===== src/rtl/regfile_wr_pkg.sv =====
// Shared types and constants for the register-file write arbiter.
package regfile_wr_pkg;

  localparam int DATA_WIDTH = 32;
  localparam int ADDR_WIDTH = 5;
  localparam int XZR_INDEX  = 31;

  // Writeback producers; also the encoding of the order flag and round-robin pointer.
  typedef enum logic {
    REQ_ALU = 1'b0,
    REQ_MEM = 1'b1
  } req_t;

  // One pending register-file write.
  typedef struct packed {
    logic [ADDR_WIDTH-1:0] reg_addr;
    logic [DATA_WIDTH-1:0] data;
  } wr_entry_t;

endpackage


===== src/rtl/regfile_write_arbiter_if.sv =====
// Bus bundle between the two writeback producers, the arbiter and the register file.
//
// Handshake (alu_* and mem_*): a transfer happens at a posedge where valid && ready
// are both high. ready is driven from registered state only (no path from valid),
// so a producer may look at ready before deciding what to present. A producer should
// hold reg/data stable while valid is high and ready is low.
interface regfile_write_arbiter_if #(
  parameter int DATA_WIDTH = regfile_wr_pkg::DATA_WIDTH,
  parameter int ADDR_WIDTH = regfile_wr_pkg::ADDR_WIDTH,
  parameter int CNT_WIDTH  = 16
);

  logic                  alu_valid;
  logic                  alu_ready;
  logic [ADDR_WIDTH-1:0] alu_reg;
  logic [DATA_WIDTH-1:0] alu_data;
  logic                  mem_valid;
  logic                  mem_ready;
  logic [ADDR_WIDTH-1:0] mem_reg;
  logic [DATA_WIDTH-1:0] mem_data;
  logic                  wr_en;
  logic [ADDR_WIDTH-1:0] wr_reg;
  logic [DATA_WIDTH-1:0] wr_data;
  logic                  busy;
  logic [CNT_WIDTH-1:0]  stall_cnt;

  // Producer / register-file side.
  modport master (
    output alu_valid, alu_reg, alu_data, mem_valid, mem_reg, mem_data,
    input  alu_ready, mem_ready, wr_en, wr_reg, wr_data, busy, stall_cnt
  );

  // Arbiter side.
  modport slave (
    input  alu_valid, alu_reg, alu_data, mem_valid, mem_reg, mem_data,
    output alu_ready, mem_ready, wr_en, wr_reg, wr_data, busy, stall_cnt
  );

endinterface


===== src/rtl/rf_wr_holding_buf.sv =====
// One-entry holding buffer for a writeback producer. A load always wins over a
// clear, so a granted buffer can take a new entry in the same cycle.
module rf_wr_holding_buf
  import regfile_wr_pkg::*;
(
  input  logic      clock,
  input  logic      reset,
  input  logic      load,
  input  wr_entry_t load_entry,
  input  logic      clear,
  output logic      valid,
  output wr_entry_t entry
);

  // Occupancy and payload: load has priority over clear-on-grant.
  always_ff @(posedge clock) begin
    if (reset) begin
      valid <= 1'b0;
      entry <= '0;
    end else if (load) begin
      valid <= 1'b1;
      entry <= load_entry;
    end else if (clear) begin
      valid <= 1'b0;
    end
  end

endmodule


===== src/rtl/regfile_write_arbiter.sv =====
// Shares the register file write port between the ALU and load writeback paths.
// Each path has a one-entry buffer; the older buffer wins, and a round-robin
// pointer breaks ties between entries loaded in the same cycle.
// Optional build macro XZR_DISCARD_EN: requests to register 31 are accepted but dropped.
module regfile_write_arbiter
  import regfile_wr_pkg::*;
#(
  parameter int DATA_WIDTH = regfile_wr_pkg::DATA_WIDTH,
  parameter int ADDR_WIDTH = regfile_wr_pkg::ADDR_WIDTH,
  parameter int CNT_WIDTH  = 16
) (
  input logic clock,
  input logic reset,
  regfile_write_arbiter_if.slave bus
);

  wr_entry_t             bufa_entry, bufm_entry;
  wr_entry_t             load_entry_a, load_entry_m;
  logic                  bufa_valid, bufm_valid;
  logic                  grant_a, grant_m;
  logic                  acc_a, acc_m;
  logic                  load_a, load_m;
  logic                  next_a_valid, next_m_valid;
  logic                  stall;
  req_t                  order_q;       // which buffer loaded first when loaded apart
  req_t                  rr_ptr_q;      // tie-break when both loaded in the same cycle
  logic                  same_cycle_q;  // both current entries loaded at the same edge
  logic                  wr_en_q;
  logic [ADDR_WIDTH-1:0] wr_reg_q;
  logic [DATA_WIDTH-1:0] wr_data_q;
  logic [CNT_WIDTH-1:0]  stall_cnt_q;

  assign load_entry_a = '{reg_addr: bus.alu_reg, data: bus.alu_data};
  assign load_entry_m = '{reg_addr: bus.mem_reg, data: bus.mem_data};

  rf_wr_holding_buf u_bufa (
    .clock      (clock),
    .reset      (reset),
    .load       (load_a),
    .load_entry (load_entry_a),
    .clear      (grant_a),
    .valid      (bufa_valid),
    .entry      (bufa_entry)
  );

  rf_wr_holding_buf u_bufm (
    .clock      (clock),
    .reset      (reset),
    .load       (load_m),
    .load_entry (load_entry_m),
    .clear      (grant_m),
    .valid      (bufm_valid),
    .entry      (bufm_entry)
  );

  // Grant: sole valid buffer wins; with both valid, older wins, ties go to the pointer.
  always_comb begin
    grant_a = 1'b0;
    grant_m = 1'b0;
    if (bufa_valid && bufm_valid) begin
      if (same_cycle_q) begin
        grant_a = (rr_ptr_q == REQ_ALU);
        grant_m = (rr_ptr_q == REQ_MEM);
      end else begin
        grant_a = (order_q == REQ_ALU);
        grant_m = (order_q == REQ_MEM);
      end
    end else begin
      grant_a = bufa_valid;
      grant_m = bufm_valid;
    end
  end

  // Ready comes from registered state (and reset) only.
  assign bus.alu_ready = !reset && (!bufa_valid || grant_a);
  assign bus.mem_ready = !reset && (!bufm_valid || grant_m);

  assign acc_a = bus.alu_valid && bus.alu_ready;
  assign acc_m = bus.mem_valid && bus.mem_ready;

`ifdef XZR_DISCARD_EN
  // Writes to the zero register complete the handshake but never occupy a buffer.
  assign load_a = acc_a && (bus.alu_reg != ADDR_WIDTH'(XZR_INDEX));
  assign load_m = acc_m && (bus.mem_reg != ADDR_WIDTH'(XZR_INDEX));
`else
  assign load_a = acc_a;
  assign load_m = acc_m;
`endif

  assign next_a_valid = load_a || (bufa_valid && !grant_a);
  assign next_m_valid = load_m || (bufm_valid && !grant_m);

  // Age tracking and round-robin pointer update.
  always_ff @(posedge clock) begin
    if (reset) begin
      order_q      <= REQ_ALU;
      rr_ptr_q     <= REQ_ALU;
      same_cycle_q <= 1'b0;
    end else begin
      if (next_a_valid && next_m_valid) begin
        if (load_a && load_m) begin
          same_cycle_q <= 1'b1;
        end else if (load_a) begin
          same_cycle_q <= 1'b0;
          order_q      <= REQ_MEM;
        end else if (load_m) begin
          same_cycle_q <= 1'b0;
          order_q      <= REQ_ALU;
        end
      end
      if (bufa_valid && bufm_valid && same_cycle_q) begin
        rr_ptr_q <= grant_a ? REQ_MEM : REQ_ALU;
      end
    end
  end

  // Registered write port; address and data hold while no write is issued.
  always_ff @(posedge clock) begin
    if (reset) begin
      wr_en_q   <= 1'b0;
      wr_reg_q  <= '0;
      wr_data_q <= '0;
    end else begin
      wr_en_q <= grant_a || grant_m;
      if (grant_a) begin
        wr_reg_q  <= bufa_entry.reg_addr;
        wr_data_q <= bufa_entry.data;
      end else if (grant_m) begin
        wr_reg_q  <= bufm_entry.reg_addr;
        wr_data_q <= bufm_entry.data;
      end
    end
  end

  assign stall = (bus.alu_valid && !bus.alu_ready) || (bus.mem_valid && !bus.mem_ready);

  // Saturating count of cycles where a valid producer was back-pressured.
  always_ff @(posedge clock) begin
    if (reset) begin
      stall_cnt_q <= '0;
    end else if (stall && (stall_cnt_q != '1)) begin
      stall_cnt_q <= stall_cnt_q + 1'b1;
    end
  end

  assign bus.wr_en     = wr_en_q;
  assign bus.wr_reg    = wr_reg_q;
  assign bus.wr_data   = wr_data_q;
  assign bus.busy      = bufa_valid || bufm_valid;
  assign bus.stall_cnt = stall_cnt_q;

endmodule


===== src/flat_wrapper.sv =====
// flat-port wrapper written by rule: the top's interface ports become plain ports
module regfile_write_arbiter_flat import regfile_wr_pkg::*;
#(
  parameter int DATA_WIDTH = regfile_wr_pkg::DATA_WIDTH,
  parameter int ADDR_WIDTH = regfile_wr_pkg::ADDR_WIDTH,
  parameter int CNT_WIDTH  = 16
)
  (clock, reset, bus_alu_valid, bus_alu_reg, bus_alu_data, bus_mem_valid, bus_mem_reg, bus_mem_data, bus_alu_ready, bus_mem_ready, bus_wr_en, bus_wr_reg, bus_wr_data, bus_busy, bus_stall_cnt);
  regfile_write_arbiter_if #(.DATA_WIDTH(DATA_WIDTH), .ADDR_WIDTH(ADDR_WIDTH), .CNT_WIDTH(CNT_WIDTH)) bus_i ();
  input logic clock;
  input logic reset;
  input wire logic [$bits(bus_i.alu_valid)-1:0] bus_alu_valid;
  input wire logic [$bits(bus_i.alu_reg)-1:0] bus_alu_reg;
  input wire logic [$bits(bus_i.alu_data)-1:0] bus_alu_data;
  input wire logic [$bits(bus_i.mem_valid)-1:0] bus_mem_valid;
  input wire logic [$bits(bus_i.mem_reg)-1:0] bus_mem_reg;
  input wire logic [$bits(bus_i.mem_data)-1:0] bus_mem_data;
  output wire logic [$bits(bus_i.alu_ready)-1:0] bus_alu_ready;
  output wire logic [$bits(bus_i.mem_ready)-1:0] bus_mem_ready;
  output wire logic [$bits(bus_i.wr_en)-1:0] bus_wr_en;
  output wire logic [$bits(bus_i.wr_reg)-1:0] bus_wr_reg;
  output wire logic [$bits(bus_i.wr_data)-1:0] bus_wr_data;
  output wire logic [$bits(bus_i.busy)-1:0] bus_busy;
  output wire logic [$bits(bus_i.stall_cnt)-1:0] bus_stall_cnt;
  assign bus_i.alu_valid = bus_alu_valid;
  assign bus_i.alu_reg = bus_alu_reg;
  assign bus_i.alu_data = bus_alu_data;
  assign bus_i.mem_valid = bus_mem_valid;
  assign bus_i.mem_reg = bus_mem_reg;
  assign bus_i.mem_data = bus_mem_data;
  assign bus_alu_ready = bus_i.alu_ready;
  assign bus_mem_ready = bus_i.mem_ready;
  assign bus_wr_en = bus_i.wr_en;
  assign bus_wr_reg = bus_i.wr_reg;
  assign bus_wr_data = bus_i.wr_data;
  assign bus_busy = bus_i.busy;
  assign bus_stall_cnt = bus_i.stall_cnt;
  regfile_write_arbiter #(.DATA_WIDTH(DATA_WIDTH), .ADDR_WIDTH(ADDR_WIDTH), .CNT_WIDTH(CNT_WIDTH)) u_core (.clock(clock), .reset(reset), .bus(bus_i));
endmodule

===== config.mk =====
export PLATFORM = sky130hd
export DESIGN_NAME = regfile_write_arbiter_flat
export DESIGN_NICKNAME = d
export VERILOG_FILES = /design/src/rtl/regfile_wr_pkg.sv /design/src/rtl/regfile_write_arbiter_if.sv /design/src/rtl/rf_wr_holding_buf.sv /design/src/rtl/regfile_write_arbiter.sv /design/src/flat_wrapper.sv
export SDC_FILE = /design/constraint.sdc
export NUM_CORES = 1
export LEC_CHECK = 0
export CORE_MARGIN = 1.5
export CORE_UTILIZATION = 45
export CTS_CLUSTER_DIAMETER = 200
export DETAILED_ROUTE_END_ITERATION = 10
export GPL_TIMING_DRIVEN = 0
export PLACE_DENSITY = 0.87
export SYNTH_ARGS = -nofsm -noshare
export SYNTH_HDL_FRONTEND = slang
export SYNTH_SLANG_ARGS = --single-unit

===== constraint.sdc =====
create_clock -name clock -period 2.7 [get_ports clock]
set_clock_uncertainty 0.2 [all_clocks]
set_input_delay 0.54 -clock clock [delete_from_list [all_inputs] [get_ports clock]]
set_output_delay 0.54 -clock clock [all_outputs]
set_load 0.1 [all_outputs]

==> metrics.md, run 1 <==
| Metric | Value |
|---|---|
| Outcome | completed |
| Critical path's largest stage delay | 0.58 ns |
| Sw frac | 27.83% |
| NetSw | 1571 uW |
| Max IR drop VDD | 0.4057 mV |
| Mean Syn Cell Area | 9.068 sq um |
| Final WL | 15070 microns |
| Vias per cell | 5.204 |
| Synthesized flop and latch total | 133 |
| Critical path data required time | 1.96 ns |
| Global-route wire length before repair | 23870 microns |
| Slew @ Worst Pin | 1.022 ns |
| Static Leakage | 0.003512 uW |
| Seq pwr share | 38.6% |
| Startpoint Class | input pin |
| Clk slew on worst S/H paths | 0.05 ns |
| DR vias | 4965 |
| Area leader, netlist | dfxtp_1 |
| Netlist cell types | 40 |
| Cell Int Power | 4076 uW |
| # setup viols final | 0 |
| Largest net degree at the start of global routing | 20 |
| Seq/Total Area, Yosys | 47.13% |
| CTS Hold Buffers Added | 0 |
| WHS | 0.2829 ns |
| YS warnings | 0 |
| # IOs | 135 |
| Clock Latency Late Sink | 0.41 ns |
| Number of global-route vias before repair | 4916 |
| Final instance area | 7900 sq um |
| Clock power frac | 43.4% |
| Most frequent cells in the layout | dfxtp_1, clkdlybuf4s50_1, inv_1 |
| Synth area leaders | dfxtp_1, nand3b_1, mux2i_1, o21ai_0, a211oi_1 |
| Crit path max-delay cell type | clkdlybuf4s18_2 |
| Endpoint type of the worst setup path | output port |
| Starting Density | 46.64% |
| DRC viols | 0 |
| FMAX | 374.8 MHz |
| Max_slew headroom | 31.63% |
| Pwr/cell area | 714.8 nW/um^2 |
| H-tree level count | 4 |
| Top cell type's share of synthesized area | 47.13% |
| Final period util | 98.82% |
| Cts bufs inserted | 17 |
| RePlAce Congestion | 0.8508 |
| Crit path cell chain | clkdlybuf4s50_1, clkbuf_4, a21oi_4, clkdlybuf4s18_2 |
| Pre-antenna DRT Iters | 5 |
| DP HPWL | 10410 microns |
| DRT iter0 DRCs | 325 |
| P&R area growth vs syn | 39.85% |
| Total die area | 13240 sq um |
| Max clock buf depth | 2 |
| Core ar. | 12110 sq um |
| Layout cells sized above 1 | 9.542% |
| Max Cap Viol | 0 |
| Die width | 115.0 microns |
| Wirelength per Cell | 15.79 microns |
| Total power | 5647 uW |
| Root Buffer | clkbuf_16 |
| Minimum clock period | 2.668 ns |
| Total grt overflow | 0 |
| Port Buffers | 134 |
| Final hold vios | 0 |
| Commonest non-fill, non-tap cell in the layout | dfxtp_1 |
| Total track usage | 23.30% |
| CTS tree | built |
| ANT cells | 0 |
| Placed cell area | 7221 sq um |
| Gate Count Post-Synth | 623 |
| Syn nets | 704 |
| Post-route ant nets | 0 |
| Critical path type | input pin to output port |
| Final slew viol count | 0 |
| Final Core Density | 65.23% |
| WP data arrival | 1.93 ns |
| Final net count | 856 |
| Synth Cell Area | 5649 sq um |
| Combinational share of power | 18.0% |
| Max FO, Critical Path | 10 |
| Die Y | 115.0 microns |
| CTS Sinks | 133 |
| Initial antenna violation count | 0 |
| Num rows | 40 |
| Hold Path Class | flop to flop |
## path summary, 6_finish.rpt
kind              cells past startpoint                                  from  slack [ns]                                   end
setup / recovery                      4                                 reset        0.03                         bus_mem_ready
hold / removal                        2  u_core.u_bufa.entry[12]$_SDFFE_PP0P_        0.28  u_core.u_bufa.entry[12]$_SDFFE_PP0P_
setup reg to reg                      9      u_core.same_cycle_q$_SDFFE_PP0P_        0.12      u_core.same_cycle_q$_SDFFE_PP0P_
hold reg to reg                       2  u_core.u_bufa.entry[12]$_SDFFE_PP0P_        0.28  u_core.u_bufa.entry[12]$_SDFFE_PP0P_
## stage by stage
stage / TNS, ns / cells / setup WS, ns
floorplan: -0.1874 / 623 / -0.1874
global placement: -26.70 / 925 / -1.416
detailed placement: -29.97 / 925 / -1.425
CTS: 0 / 955 / 0.0008111
global route: -0.003835 / 954 / -0.003835
finish: 0 / 954 / 0.03193
## per-layer routing
metal	GRT usage, %	routed length, microns	vias up
li1	-	-	2416
met1	28.60	6625	2349
met2	40.99	7454	181
met3	4.481	766	19
met4	7.984	222	0
met5	0	0	-
## kinds of logic after synthesis
logic type | Yosys count | share of synthesized area (%)
fa+ha+maj | 3 | 0.6645
mux | 48 | 8.970
xor+xnor | 7 | 1.085
compound gates | 130 | 13.87
simple gates | 178 | 18.96
buf+inv | 124 | 9.324
flops | 133 | 47.13
## worst max-delay path, delay by kind of cell
family | cells | cell delay (ns)
buffers and inverters | 3 | 1.24
AOI/OAI and AO/OA | 1 | 0.15
## power by group through the flow
stage          Combinational, uW  Sequential, uW  Clock (uW)
2_1_floorplan                323            2570           0
3_3_place_gp                 992            2220           0
3_5_place_dp                1010            2220           0
4_1_cts                     1020            2180        2460
5_1_grt                     1070            2200        2570
6_report                    1010            2180        2450
## final cells by class
| type | instances | area (sq um) |
|---|---|---|
| inverter | 78 | 292.8 |
| fill | 993 | 4212 |
| clock buffer | 22 | 484.2 |
| buffer | 43 | 237.7 |
| timing repair buffer | 136 | 1368 |
| clock inverter | 8 | 147.6 |
| tap | 168 | 210.2 |
| sequential | 133 | 2668 |
| multi-input combinational | 366 | 2492 |
## timing repair
action | in CTS | in global routing
setup buffers | 2 | 0
resized for setup | 39 | 12
gates cloned | 0 | 0
endpoints found under the setup margin | 16 | 10
## Yosys cell counts (all sizes together)
library cell and n:
ha 3, and3 3, and2 3, clkbuf 29, nand2b 3, mux2 9, nor2b 8, nor2 60
a211oi 41, or2 1, or3b 1, buf 17, nor4b 1, xnor2 6, nand2 6, dfxtp 133
a31o 3, inv 78, a21oi 7, a21o 1, nand3b 74, and4 4, nand4 6, a311oi 1
mux2i 39, nor3 1, xor2 1, nand3 6, o21ai 76, a31oi 1, and4bb 1
Power figures use the tool's default switching activity.
==> inputs of run 2 (changes only) <==
--- a/config.mk
+++ b/config.mk
@@ -14,3 +14,4 @@
 export SYNTH_ARGS = -nofsm -noshare
 export SYNTH_HDL_FRONTEND = slang
 export SYNTH_SLANG_ARGS = --single-unit
+export TNS_END_PERCENT = 1
==> run 2 against run 1 <==
Net effect:
- routed wire length up 0.13%
- clock power up 4%
- die area unchanged
- combinational power barely moved
- register-to-register slack lost 0.03 ns
- first-iteration DRC count is 10% lower
- sequential cell count stayed put
- via count rose by 0.99%
- cell count increased by 0.42%
- maximum frequency down 0.15%
- non-clock buffer count increased by 2
- largest cell class unchanged
==> metrics.md, run 2 (synthesis gave the netlist of run 1 again) <==
| Metric | Value |
|---|---|
| Reg2reg end | u_core.same_cycle_q$_SDFFE_PP0P_ |
| Wirelength per Cell | 15.75 microns |
| Hold Path Class | flop to flop |
| Die width | 115.0 microns |
| Critical path's largest stage delay | 1.15 ns |
| Clk slew on worst S/H paths | 0.06 ns |
| RePlAce Congestion | 0.8517 |
| Clock Latency Late Sink | 0.41 ns |
| Dpl cells | 925 |
| Max Cap Viol | 0 |
| Initial antenna violation count | 0 |
| Root Buffer | clkbuf_16 |
| Most frequent cells in the layout | dfxtp_1, clkdlybuf4s50_1, inv_1 |
| Pre-antenna DRT Iters | 5 |
| Max IR drop VDD | 0.4492 mV |
| DRC viols | 0 |
| DP HPWL | 10390 microns |
| # setup viols final | 0 |
| WP data arrival | 1.93 ns |
| Max_slew headroom | 31.79% |
| DRT iter0 DRCs | 292 |
| Cts bufs inserted | 17 |
| Final net count | 858 |
| DR vias | 5014 |
| # IOs | 135 |
| Crit path max-delay cell type | clkdlybuf4s50_1 |
| Final period util | 98.97% |
| H-tree level count | 4 |
| Worst Hold Depth | 2 |
| Max FO, Critical Path | 2 |
| FMAX | 374.2 MHz |
| Post-route ant nets | 0 |
| Hold path start | u_core.u_bufa.entry[11]$_SDFFE_PP0P_ |
| Final WL | 15090 microns |
| Worst path bufs/invs | 1 |
| ANT cells | 0 |
| Starting Density | 46.64% |
| Critical path type | flop to output port |
| Critical path data required time | 1.96 ns |
| Die Y | 115.0 microns |
| Reg2reg start | u_core.same_cycle_q$_SDFFE_PP0P_ |
| Total grt overflow | 0 |
| Global-route wire length before repair | 23980 microns |
| Final hold vios | 0 |
| P&R area growth vs syn | 40.49% |
| Reg2Reg Depth | 9 |
| Core ar. | 12110 sq um |
| Layout Cells excl Fill | 958 |
| Max clock buf depth | 2 |
| Pwr/cell area | 723.6 nW/um^2 |
| Vias per cell | 5.234 |
| Total track usage | 23.39% |
| Endpoint type of the worst setup path | output port |
| Final slew viol count | 0 |
| Outcome | completed |
| Static Leakage | 0.003546 uW |
| Largest net degree at the start of global routing | 17 |
| CTS tree | built |
| Slew @ Worst Pin | 1.022 ns |
| Crit path cell chain | clkdlybuf4s50_1 |
| CTS Sinks | 133 |
| Worst Hold Path EP | u_core.u_bufa.entry[11]$_SDFFE_PP0P_ |
| Minimum clock period | 2.672 ns |
| Worst R2R Setup Slack | 0.09 ns |
| Num rows | 40 |
| Worst path top cell family by delay | buffers and inverters |
| Layout cells sized above 1 | 9.494% |
| Total die area | 13240 sq um |
| Number of global-route vias before repair | 4946 |
| Commonest non-fill, non-tap cell in the layout | dfxtp_1 |
| Port Buffers | 134 |
| Final Core Density | 65.53% |
| WHS | 0.2855 ns |
| Startpoint Class | flop |
==> run 2: layout make-up <==
cell class	instances	area (sq um)
buffer	44	245.2
tap	168	210.2
timing repair buffer	137	1380
inverter	78	292.8
clock inverter	14	225.2
multi-input combinational	366	2490
fill	983	4175
clock buffer	18	429.2
sequential	133	2664
==> run 2: worst max path at each step <==
stage | slack [ns] | start | cells after the start | end
after floorplan | -0.24 | reset | 9 | u_core.same_cycle_q$_SDFFE_PP0P_
after global placement | -1.40 | reset | 6 | bus_alu_ready
after detailed placement | -1.44 | reset | 6 | bus_alu_ready
after CTS | -0.07 | u_core.same_cycle_q$_SDFFE_PP0P_ | 9 | u_core.same_cycle_q$_SDFFE_PP0P_
after global routing | -0.01 | u_core.same_cycle_q$_SDFFE_PP0P_ | 5 | bus_mem_ready
final | 0.03 | u_core.bus.wr_reg[1]$_SDFFE_PP0P_ | 1 | bus_wr_reg[1]
==> run 2: stage by stage <==
stage | total power (uW) | TNS (ns) | worst slack [ns] | cell area (sq um)
floorplan | 2888 | -0.7823 | -0.2442 | 5663
global placement | 3205 | -24.05 | -1.402 | 7214
finish | 5743 | 0 | 0.02785 | 7936
global route | 5914 | -0.01083 | -0.01083 | 7936
CTS | 5748 | -0.08014 | -0.07393 | 7891
detailed placement | 3222 | -26.72 | -1.443 | 7214
==> run 2: metal layers <==
layer / routed length, microns / up-vias / share of wire [%] / global-route usage [%]
li1: - / 2432 / - / -
met1: 6622 / 2382 / 44 / 27.96
met2: 7425 / 180 / 49 / 41.75
met3: 848 / 20 / 5.6 / 5.008
met4: 190 / 0 / 1.3 / 7.819
met5: 0 / - / 0 / 0
==> run 2: power breakdown <==
group	leakage [uW]	switching [uW]	internal, uW	total [uW]
Sequential	0.00110	81.0	2100	2180
Clock	0.000307	898	1650	2550
Combinational	0.00214	671	344	1010
Total	0.00355	1650	4090	5740
==> run 2: tightest hold or removal path, stage by stage, from the launching register on <==
cell and delay, ns:
dfxtp_1 0.31, nand3b_1 0.08, o21ai_1 0.05
==> run 2: what timing repair did <==
action	in CTS	in global routing
hold buffers	0	0
buffers inserted	0	3
setup endpoints to repair	17	12
resized for setup	42	15
endpoints found under the hold margin	0	0
==> inputs of run 3 (changes only) <==
--- a/config.mk
+++ b/config.mk
@@ -11,6 +11,7 @@
 export DETAILED_ROUTE_END_ITERATION = 10
 export GPL_TIMING_DRIVEN = 0
 export PLACE_DENSITY = 0.87
+export RECOVER_POWER = 100
 export SYNTH_ARGS = -nofsm -noshare
 export SYNTH_HDL_FRONTEND = slang
 export SYNTH_SLANG_ARGS = --single-unit
==> run 3 against run 2 <==
Net effect:
- non-clock buffer count stayed put
- critical path depth stayed put
- routed wire length hardly changed
==> metrics.md, run 3 (synthesis gave the netlist of run 1 again) <==
| Metric | Value |
|---|---|
| Outcome | completed |
| Endpoint type of the worst setup path | output port |
| Number of global-route vias before repair | 4946 |
| Multi-input gate area | 2490 sq um |
| Port Buffers | 134 |
| Min setup slack post-route | 0.02733 ns |
| P&R area growth vs syn | 40.49% |
| Pre-antenna DRT Iters | 5 |
| DRT iter0 DRCs | 291 |
| Final Core Density | 65.53% |
| RePlAce Congestion | 0.8517 |
| # setup viols final | 0 |
| Final WL | 15090 microns |
| Cts bufs inserted | 17 |
| Total grt overflow | 0 |
| Max IR drop VDD | 0.4498 mV |
| Die Y | 115.0 microns |
| Critical path data required time | 1.96 ns |
| # IOs | 135 |
| Starting Density | 46.64% |
| Layout cells sized above 1 | 9.494% |
| Final period util | 98.99% |
| Place WS | -1.443 ns |
| Layout Cells excl Fill | 958 |
| Die width | 115.0 microns |
| Wirelength per Cell | 15.75 microns |
| Final hold vios | 0 |
| DP HPWL | 10390 microns |
| Register area | 2664 sq um |
| Crit path cell chain | clkdlybuf4s50_1 |
| Worst path top cell family by delay | buffers and inverters |
| CTS Sinks | 133 |
| Commonest non-fill, non-tap cell in the layout | dfxtp_1 |
| Max FO, Critical Path | 2 |
| Fill cells | 983 |
| DRC viols | 0 |
| Total die area | 13240 sq um |
| Most frequent cells in the layout | dfxtp_1, clkdlybuf4s50_1, inv_1 |
| Startpoint Class | flop |
| Root Buffer | clkbuf_16 |
| Minimum clock period | 2.673 ns |
| Slew @ Worst Pin | 1.022 ns |
| Clk slew on worst S/H paths | 0.06 ns |
| Max_slew headroom | 31.79% |
| Final net count | 858 |
| Largest net degree at the start of global routing | 17 |
| Clock Latency Late Sink | 0.41 ns |
| Post-route ant nets | 0 |
| ANT cells | 0 |
| Hold Path Class | flop to flop |
| Setup TNS | 0 ns |
| Num rows | 40 |
| Crit path max-delay cell type | clkdlybuf4s50_1 |
| Max Cap Viol | 0 |
| Initial antenna violation count | 0 |
| CTS tree | built |
| Worst R2R Setup Slack | 0.09 ns |
| Dpl cells | 925 |
| DR vias | 5005 |
| Final slew viol count | 0 |
| Critical path type | flop to output port |
| Core ar. | 12110 sq um |
| Total track usage | 23.39% |
| H-tree level count | 4 |
| Max clock buf depth | 2 |
| Critical path's largest stage delay | 1.15 ns |
| FMAX | 374.2 MHz |
| Worst path bufs/invs | 1 |
| Vias per cell | 5.224 |
| Static Leakage | 0.003546 uW |
| Pwr/cell area | 724.1 nW/um^2 |
| Global-route wire length before repair | 23980 microns |
| WP data arrival | 1.93 ns |
run 3: cell count changes in the layout (fill, tap and decap cells not counted):
| cell | before | now |
|---|---|---|
| buf_1 | 2 | 1 |
| clkbuf_1 | 25 | 26 |
run 3: through the flow:
step / power [uW] / cell area (sq um) / hold slack (ns)
after floorplan: 2888 / 5663 / 0.2525
after global placement: 3205 / 7214 / 0.2629
after detailed placement: 3222 / 7214 / 0.2697
after CTS: 5748 / 7891 / 0.2826
after global routing: 5914 / 7936 / 0.2928
final: 5747 / 7936 / 0.2855
run 3: where the power goes:
| part | switching, uW | internal (uW) | leakage, uW |
|---|---|---|---|
| combinational | 671 | 344 | 0.00214 |
| clock | 902 | 1650 | 0.000307 |
| sequential | 80.9 | 2100 | 0.00110 |
run 3: worst paths after layout:
kind | startpoint | endpoint | cells past startpoint
worst max register to register | u_core.same_cycle_q$_SDFFE_PP0P_ | u_core.same_cycle_q$_SDFFE_PP0P_ | 9
worst min-delay path | u_core.u_bufa.entry[11]$_SDFFE_PP0P_ | u_core.u_bufa.entry[11]$_SDFFE_PP0P_ | 2
worst min register to register | u_core.u_bufa.entry[11]$_SDFFE_PP0P_ | u_core.u_bufa.entry[11]$_SDFFE_PP0P_ | 2
worst max-delay path | u_core.bus.wr_reg[1]$_SDFFE_PP0P_ | bus_wr_reg[1] | 1
run 3: per-layer routing:
metal  global-route usage, %  vias to the layer above  share of wire (%)
met5                       0                        -                  0
met4                   7.819                        0                1.3
met3                   5.008                       20                5.4
met2                   41.75                      172                 49
met1                   27.96                     2382                 44
li1                        -                     2431                  -
run 3: layout make-up:
cell class              instances  area share [%]
clock buffers                  18           5.408
flip-flops and latches        133           33.56
well taps                     168           2.649
inverters                      78           3.689
plain buffers                  44           3.090
repair buffers                137           17.39
clock inverters                14           2.838
multi-input cells             366           31.37
run 3: repair_timing:
| item | 4_1_cts | 5_1_grt |
|---|---|---|
| setup endpoints to repair | 17 | 12 |
| resized for setup | 42 | 15 |
| pin swaps | 0 | 0 |
| hold buffers | 0 | 0 |
| hold endpoints to repair | 0 | 0 |
| buffers inserted | 0 | 3 |
